==> config.mk <==
export PLATFORM = sky130hd
export DESIGN_NAME = block_combiner_stream
export DESIGN_NICKNAME = d
export VERILOG_FILES = /design/src/rtl/recon_pkg.sv /design/src/rtl/recon_clip_lane.sv /design/src/rtl/block_combiner_stream.sv
export SDC_FILE = /design/constraint.sdc
export NUM_CORES = 1
export LEC_CHECK = 0
export BUFFER_PORTS_ARGS = -buffer_cell sky130_fd_sc_hd__buf_2
export CAP_MARGIN = 25
export CORE_ASPECT_RATIO = 0.8
export CORE_MARGIN = 4
export CORE_UTILIZATION = 35
export DETAILED_ROUTE_END_ITERATION = 12
export HOLD_SLACK_MARGIN = 0.03
export PLACE_DENSITY_LB_ADDON = 0.12
export SYNTH_ARGS = -nofsm -noshare
export SYNTH_HDL_FRONTEND = slang
export SYNTH_SLANG_ARGS = --single-unit
==> constraint.sdc <==
create_clock -name clk -period 4.35 [get_ports clk]
set_input_delay 0.87 -clock clk [delete_from_list [all_inputs] [get_ports clk]]
set_output_delay 0.87 -clock clk [all_outputs]
set_load 0.01 [all_outputs]
==> src/rtl/recon_pkg.sv <==
// Shared types and helpers for the streaming block combiner.
//   mode_e          residual handling mode
//   state_e         block framing FSM states
//   beats_per_block beats needed to carry a square block of edge 2^size_log2
//   pix_max         largest unsigned pixel value for a given width
//   decode_mode     maps the raw 2-bit mode field; the reserved code behaves as ADD
package recon_pkg;

  typedef enum logic [1:0] {
    MODE_ADD  = 2'd0,
    MODE_SKIP = 2'd1,
    MODE_DC   = 2'd2
  } mode_e;

  typedef enum logic {
    ST_IDLE   = 1'b0,
    ST_ACTIVE = 1'b1
  } state_e;

  localparam int SIZE_LOG2_MIN = 2;
  localparam int SIZE_LOG2_MAX = 5;

  function automatic logic [15:0] beats_per_block(input logic [2:0] size_log2, input int lanes);
    int pixels;
    int beats;
    pixels = 1 << (2 * int'(size_log2));
    beats  = pixels / lanes;
    if (beats < 1) beats = 1;
    return 16'(beats);
  endfunction

  function automatic int pix_max(input int pixel_width);
    return (1 << pixel_width) - 1;
  endfunction

  function automatic mode_e decode_mode(input logic [1:0] raw);
    case (raw)
      2'd1:    return MODE_SKIP;
      2'd2:    return MODE_DC;
      default: return MODE_ADD;
    endcase
  endfunction

endpackage

==> src/rtl/recon_clip_lane.sv <==
// Single-lane reconstruction arithmetic, purely combinational.
//   pred     unsigned prediction pixel
//   resid    signed effective residual
//   sum      pred + resid at RESIDUAL_WIDTH+1 bits (registered by the caller)
//   sum_q    registered sum to be clipped
//   pix      sum_q saturated into [0, 2^PIXEL_WIDTH-1]
//   clipped  high when either saturation branch was taken
module recon_clip_lane
  import recon_pkg::*;
#(
  parameter int PIXEL_WIDTH    = 8,
  parameter int RESIDUAL_WIDTH = 12
) (
  input  logic        [PIXEL_WIDTH-1:0]  pred,
  input  logic signed [RESIDUAL_WIDTH-1:0] resid,
  output logic signed [RESIDUAL_WIDTH:0] sum,
  input  logic signed [RESIDUAL_WIDTH:0] sum_q,
  output logic        [PIXEL_WIDTH-1:0]  pix,
  output logic                           clipped
);

  localparam int SW = RESIDUAL_WIDTH + 1;
  localparam logic signed [SW-1:0] MAX_V = SW'(pix_max(PIXEL_WIDTH));

  // Prediction is zero-extended, residual sign-extended; RESIDUAL_WIDTH > PIXEL_WIDTH
  // guarantees the sum cannot overflow SW bits.
  assign sum = $signed({{(SW-PIXEL_WIDTH){1'b0}}, pred}) + $signed({resid[RESIDUAL_WIDTH-1], resid});

  always_comb begin
    pix     = sum_q[PIXEL_WIDTH-1:0];
    clipped = 1'b0;
    if (sum_q[SW-1]) begin
      pix     = '0;
      clipped = 1'b1;
    end else if (sum_q > MAX_V) begin
      pix     = '1;
      clipped = 1'b1;
    end
  end

endmodule

==> src/rtl/block_combiner_stream.sv <==
// Streaming block combiner: reconstructs clip(P + R) for LANES pixels per beat,
// frames the output per block and reports the saturated-pixel count per block.
//   clk, reset_n          clock, asynchronous active-low reset
//   flush                 synchronous abort of the block in progress
//   cfg_size_log2/mode    block configuration, sampled on a block's first beat
//   in_valid/in_ready     input handshake; in_pred/in_resid lane 0 in LSBs
//   out_valid/out_ready   output handshake; out_pix reconstructed pixels
//   out_last              final beat of a block
//   done, clip_count      one-cycle completion pulse and the block's clip total
//
// state     | meaning
// ST_IDLE   | waiting for a block's first beat; cfg inputs are sampled on it
// ST_ACTIVE | mid-block; counting beats up to beats_per_block-1
module block_combiner_stream
  import recon_pkg::*;
#(
  parameter int MAX_BLOCK_SIZE = 32,
  parameter int LANES          = 4,
  parameter int PIXEL_WIDTH    = 8,
  parameter int RESIDUAL_WIDTH = 12
) (
  input  logic                             clk,
  input  logic                             reset_n,
  input  logic                             flush,
  input  logic [2:0]                       cfg_size_log2,
  input  logic [1:0]                       cfg_mode,
  input  logic                             in_valid,
  output logic                             in_ready,
  input  logic [LANES*PIXEL_WIDTH-1:0]     in_pred,
  input  logic [LANES*RESIDUAL_WIDTH-1:0]  in_resid,
  output logic                             out_valid,
  input  logic                             out_ready,
  output logic [LANES*PIXEL_WIDTH-1:0]     out_pix,
  output logic                             out_last,
  output logic                             done,
  output logic [10:0]                      clip_count
);

  localparam int PW     = PIXEL_WIDTH;
  localparam int RW     = RESIDUAL_WIDTH;
  localparam int SZ_MAX = ($clog2(MAX_BLOCK_SIZE) < SIZE_LOG2_MAX) ? $clog2(MAX_BLOCK_SIZE) : SIZE_LOG2_MAX;
  localparam int BPB_W  = 2 * SZ_MAX + 1;
  localparam int NC_W   = $clog2(LANES + 1);

  state_e                state_q, state_d;
  logic [BPB_W-1:0]      bpb_q, cnt_q;
  mode_e                 mode_q;
  logic signed [RW-1:0]  dc_q;

  logic [2:0]            size_sat;
  logic [BPB_W-1:0]      bpb_eff;
  mode_e                 mode_eff;
  logic signed [RW-1:0]  dc_eff;
  logic                  first_beat, beat_last, adv, accept;

  logic signed [RW-1:0]  r_eff   [LANES];
  logic signed [RW:0]    sum_d   [LANES];
  logic signed [RW:0]    s1_sum  [LANES];
  logic [PW-1:0]         pix_d   [LANES];
  logic [PW-1:0]         s2_pix  [LANES];
  logic [LANES-1:0]      clip_d;
  logic [NC_W-1:0]       nclip_d, s2_nclip;
  logic                  s1_valid, s1_last, s2_valid, s2_last;
  logic [10:0]           acc_q;
  logic                  out_fire;

  assign adv      = !s2_valid || out_ready;
  assign in_ready = adv;
  assign accept   = in_valid && adv && !flush;
  assign out_fire = s2_valid && out_ready;

  always_comb begin
    size_sat = cfg_size_log2;
    if (cfg_size_log2 < 3'(SIZE_LOG2_MIN))  size_sat = 3'(SIZE_LOG2_MIN);
    else if (cfg_size_log2 > 3'(SZ_MAX))    size_sat = 3'(SZ_MAX);
  end

  // The first beat of a block uses the live configuration so a block can start
  // in the same cycle the previous one ends.
  assign first_beat = (state_q == ST_IDLE);
  assign bpb_eff    = first_beat ? BPB_W'(beats_per_block(size_sat, LANES)) : bpb_q;
  assign mode_eff   = first_beat ? decode_mode(cfg_mode) : mode_q;
  assign dc_eff     = first_beat ? $signed(in_resid[RW-1:0]) : dc_q;
  assign beat_last  = (cnt_q == bpb_eff - BPB_W'(1));

  always_ff @(posedge clk or negedge reset_n) begin
    if (!reset_n)    state_q <= ST_IDLE;
    else if (flush)  state_q <= ST_IDLE;
    else             state_q <= state_d;
  end

  always_comb begin
    state_d = state_q;
    if (accept) state_d = beat_last ? ST_IDLE : ST_ACTIVE;
  end

  always_ff @(posedge clk or negedge reset_n) begin
    if (!reset_n) begin
      cnt_q  <= '0;
      bpb_q  <= BPB_W'(1);
      mode_q <= MODE_ADD;
      dc_q   <= '0;
    end else if (flush) begin
      cnt_q <= '0;
    end else if (accept) begin
      cnt_q <= beat_last ? '0 : cnt_q + BPB_W'(1);
      if (first_beat) begin
        bpb_q  <= bpb_eff;
        mode_q <= mode_eff;
        dc_q   <= dc_eff;
      end
    end
  end

  for (genvar l = 0; l < LANES; l++) begin : g_lane
    always_comb begin
      r_eff[l] = $signed(in_resid[l*RW +: RW]);
      if (mode_eff == MODE_SKIP)    r_eff[l] = '0;
      else if (mode_eff == MODE_DC) r_eff[l] = dc_eff;
    end

    recon_clip_lane #(
      .PIXEL_WIDTH    (PW),
      .RESIDUAL_WIDTH (RW)
    ) u_lane (
      .pred    (in_pred[l*PW +: PW]),
      .resid   (r_eff[l]),
      .sum     (sum_d[l]),
      .sum_q   (s1_sum[l]),
      .pix     (pix_d[l]),
      .clipped (clip_d[l])
    );

    assign out_pix[l*PW +: PW] = s2_pix[l];
  end

  always_comb begin
    nclip_d = '0;
    for (int l = 0; l < LANES; l++) nclip_d = nclip_d + NC_W'(clip_d[l]);
  end

  always_ff @(posedge clk or negedge reset_n) begin
    if (!reset_n) begin
      s1_valid <= 1'b0;
      s1_last  <= 1'b0;
      s2_valid <= 1'b0;
      s2_last  <= 1'b0;
      s2_nclip <= '0;
      for (int l = 0; l < LANES; l++) begin
        s1_sum[l] <= '0;
        s2_pix[l] <= '0;
      end
    end else if (flush) begin
      s1_valid <= 1'b0;
      s1_last  <= 1'b0;
      s2_valid <= 1'b0;
      s2_last  <= 1'b0;
    end else if (adv) begin
      s1_valid <= accept;
      s1_last  <= accept && beat_last;
      s2_valid <= s1_valid;
      s2_last  <= s1_valid && s1_last;
      if (accept) begin
        for (int l = 0; l < LANES; l++) s1_sum[l] <= sum_d[l];
      end
      if (s1_valid) begin
        s2_nclip <= nclip_d;
        for (int l = 0; l < LANES; l++) s2_pix[l] <= pix_d[l];
      end
    end
  end

  assign out_valid = s2_valid;
  assign out_last  = s2_last;

  always_ff @(posedge clk or negedge reset_n) begin
    if (!reset_n) begin
      acc_q      <= '0;
      done       <= 1'b0;
      clip_count <= '0;
    end else if (flush) begin
      acc_q <= '0;
      done  <= 1'b0;
    end else begin
      done <= out_fire && s2_last;
      if (out_fire) begin
        if (s2_last) begin
          clip_count <= acc_q + 11'(s2_nclip);
          acc_q      <= '0;
        end else begin
          acc_q <= acc_q + 11'(s2_nclip);
        end
      end
    end
  end

endmodule

==> reports/metrics.csv <==
stage;metric;value;unit
run_status;status;completed;
detailed_routing;via count;7363;
detailed_routing;DR iter-0 viols;493;
cts;CTS Buf Count;17;
setup_path;Critical Path AT;4170;ps
timing;unrepaired setup endpoints after global routing;false;
global_routing;grt total ovfl;0;
timing;Max-Slew Margin vs Limit;0.294;
setup_path;Setup CP Type;reg2reg;
cts;CTS resizes;0;
power;power per cell area;428;mW/mm^2
detailed_routing;drt wl/cell;17.0;um
cts;Num Clock Sinks;151;
global_routing;largest net degree at the start of global routing;90;
min_path;Hold Crit Start;out_pix[3];
timing;final hold vios;0;
finish;area delta synth->final;18.0;%
timing;crit path time final;3840;ps
global_routing;vias in the first global route;7057;
logic_synthesis;top post-synthesis cells by count;161 x nand2_1, 150 x dfrtp_1, 97 x o21ai_0;
run;maxcap violations;0;
cts;Reg clk slew, reported paths;60;ps
setup_path;R2R Path End;s1_sum[25];
logic_synthesis;Synth Warn #;0;
logic_synthesis;Async SR Flop Fraction;1.00;
setup_path;internal reg-to-reg setup slack;510;ps
cts;CTS tree;built;
timing;setup violators final;0;
logic_synthesis;mean area per synthesized cell;9.09;sq um
die;CORE AREA;0.0254;sq mm
logic_synthesis;Synth Instances;999;
logic_synthesis;Area contributors post-synth;dfrtp_1 41%, nand2_1 6.7%, ha_1 5.4%;
detailed_routing;final WL;25100;um
die;Die ar.;0.0286;sq mm
timing;fin. max-slew vios;0;
setup_path;r2r startpoint;state_q;
place;DP Area;0.0101;sq mm
min_path;Hold Path Stages;2;
detailed_routing;Vias/cell;4.99;
cts;Skew-Pair Late Insertion Delay;430;ps
setup_path;WP data required;4670;ps
die;row cnt;52;
setup_path;CP Launch Type;flop;
logic_synthesis;Post-synth EDFFs;0;
timing;hold_ws;470;ps
logic_synthesis;Synth area leader;dfrtp_1;
cts;Clock Path Buffers;2;
die;overall die width;188;um
detailed_routing;drt first pass iters;4;
setup_path;Worst Reg-to-Reg Cells;14;
cts;H-tree lvl count;4;
timing;Final Cycle Share;0.883;
logic_synthesis;Cell Area, Synth;0.00908;sq mm
logic_synthesis;syn_nets;1134;
cts;post-CTS setup buffers;0;
finish;layout cells sized above 1;0.207;
logic_synthesis;most numerous cell in the Yosys netlist;nand2_1;
finish;Nets;1247;
logic_synthesis;main flop type after synthesis;dfrtp_1;
finish;Finished Cell Area;0.0107;sq mm
place;detailed placer's ending HPWL;19000;um
timing;maximum clock frequency;260;MHz
setup_path;CP Capture Type;flop;
power;VDD IR-drop max;268;uV
setup_path;CP max FO;12;
setup_path;Setup crit end;s1_sum[25];
global_routing;first-pass GRT wire length;40700;um
detailed_routing;antenna-violating nets left;0;
logic_synthesis;Yosys reg bits;151;
cts;CTS Hold Buffers Added;0;
place;Placer Congestion;0.851;
power;P_leak;4.99;nW
die;die span in y;152;um
logic_synthesis;register area share after synthesis;0.416;
die;I/O pins;137;
global_routing;GRT Overall Usage;0.177;
min_path;min-delay worst type;reg2reg;
setup_path;worst setup path start;state_q;
timing;Worst Tran Pin Value;1050;ps
timing;Worst Skew;9.89;ps
logic_synthesis;Yosys cell types;71;
cts;clock root cell;clkbuf_16;
logic_synthesis;top cell type's share of synthesized area;0.414;
timing;setup_tns;0;ps
place;number of port buffers;136;
detailed_routing;DRC;0;
die;Initial Util;0.357;
global_routing;initial antenna violation count;1;
[power breakdown]
part / internal [mW] / switching [mW] / leakage (nW)
logic: 0.525 / 0.716 / 2.79
clock network: 0.823 / 0.667 / 0.279
registers: 1.67 / 0.182 / 1.93
total: 3.02 / 1.56 / 4.99
[sequential cells by signal, summed over array words and instances, names as in the netlist, 2 cells and up]
signal / cells
acc_q: 11
mode_q: 2
out_pix: 32
clip_count: 11
s1_sum: 52
s2_nclip: 3
cnt_q: 11
dc_q: 12
bpb_q: 11
[placed cells by master, fill, tap and decap left out, drive strengths merged, types with 4 or more instances in the layout]
master  count
fa          6
a211oi     12
and3       12
and2        8
a21o       17
o211ai      6
or4         5
buf       152
o21ai     102
nand3      21
nand2b      8
or2         8
clkinv      4
nor3       11
dfrtp     150
ha         39
clkbuf     19
nand2     161
o31ai      43
a31oi       7
inv        34
nor3b       5
a21oi      50
xor2       23
or3         4
o21a       23
nand3b      4
nor2       69
mux2i      21
xnor2      32
nand4       6
nor2b       7
mux2       15
[through the flow]
step | std cells | util | power (mW) | setup slack, ps
floorplan | 999 | - | 2.68 | 373
global placement | 1444 | 0.398 | 3.12 | 430
detailed placement | 1444 | 0.398 | 3.13 | 362
CTS | 1476 | 0.421 | 4.66 | 549
global route | 1477 | 0.421 | 4.90 | 207
finish | 1477 | 0.421 | 4.58 | 507
[worst max-delay path, stage by stage, from the launching register on]
cell and delay (ps):
dfrtp_1 700, buf_4 320, o21ai_4 150, a21oi_1 330, o21a_1 180, ha_1 160, inv_1 50, fa_1 400
nor2b_1 130, o21ai_0 100, a21boi_0 240, o21ai_0 240, a2111oi_4 440, a211oi_1 130, a21o_1 160
[kinds of logic after synthesis]
kind of cell / synth area share
AOI/OAI and AO/OA: 0.207
xor gates and xnor gates: 0.0531
adders and majority gates: 0.0670
buffers and inverters: 0.0383
DFF: 0.416
muxes: 0.0418
and+or+nand+nor: 0.176
[worst min path at each step]
stage,end
3_5_place_dp,s1_sum[29]
2_1_floorplan,s1_sum[29]
6_report,out_pix[3]
4_1_cts,s1_sum[21]
5_1_grt,s1_sum[21]
3_3_place_gp,s1_sum[42]
[per-layer routing]
| layer | track usage | share of wire | vias up |
|---|---|---|---|
| li1 | - | - | 3762 |
| met1 | 0.283 | 0.54 | 3468 |
| met2 | 0.243 | 0.41 | 121 |
| met3 | 0.0378 | 0.044 | 12 |
| met4 | 0.0360 | 0.0070 | 0 |
| met5 | 0 | 0 | - |
[layout make-up]
type	instances	area [sq um]
fillers	2564	14700
multi-input cells	762	4970
flip-flops and latches	151	3780
repair buffers	152	832
clock buffers	19	443
well taps	351	439
clock inverters	13	138
inverters	28	105
diodes	1	2.50
Power figures use the tool's default switching activity.
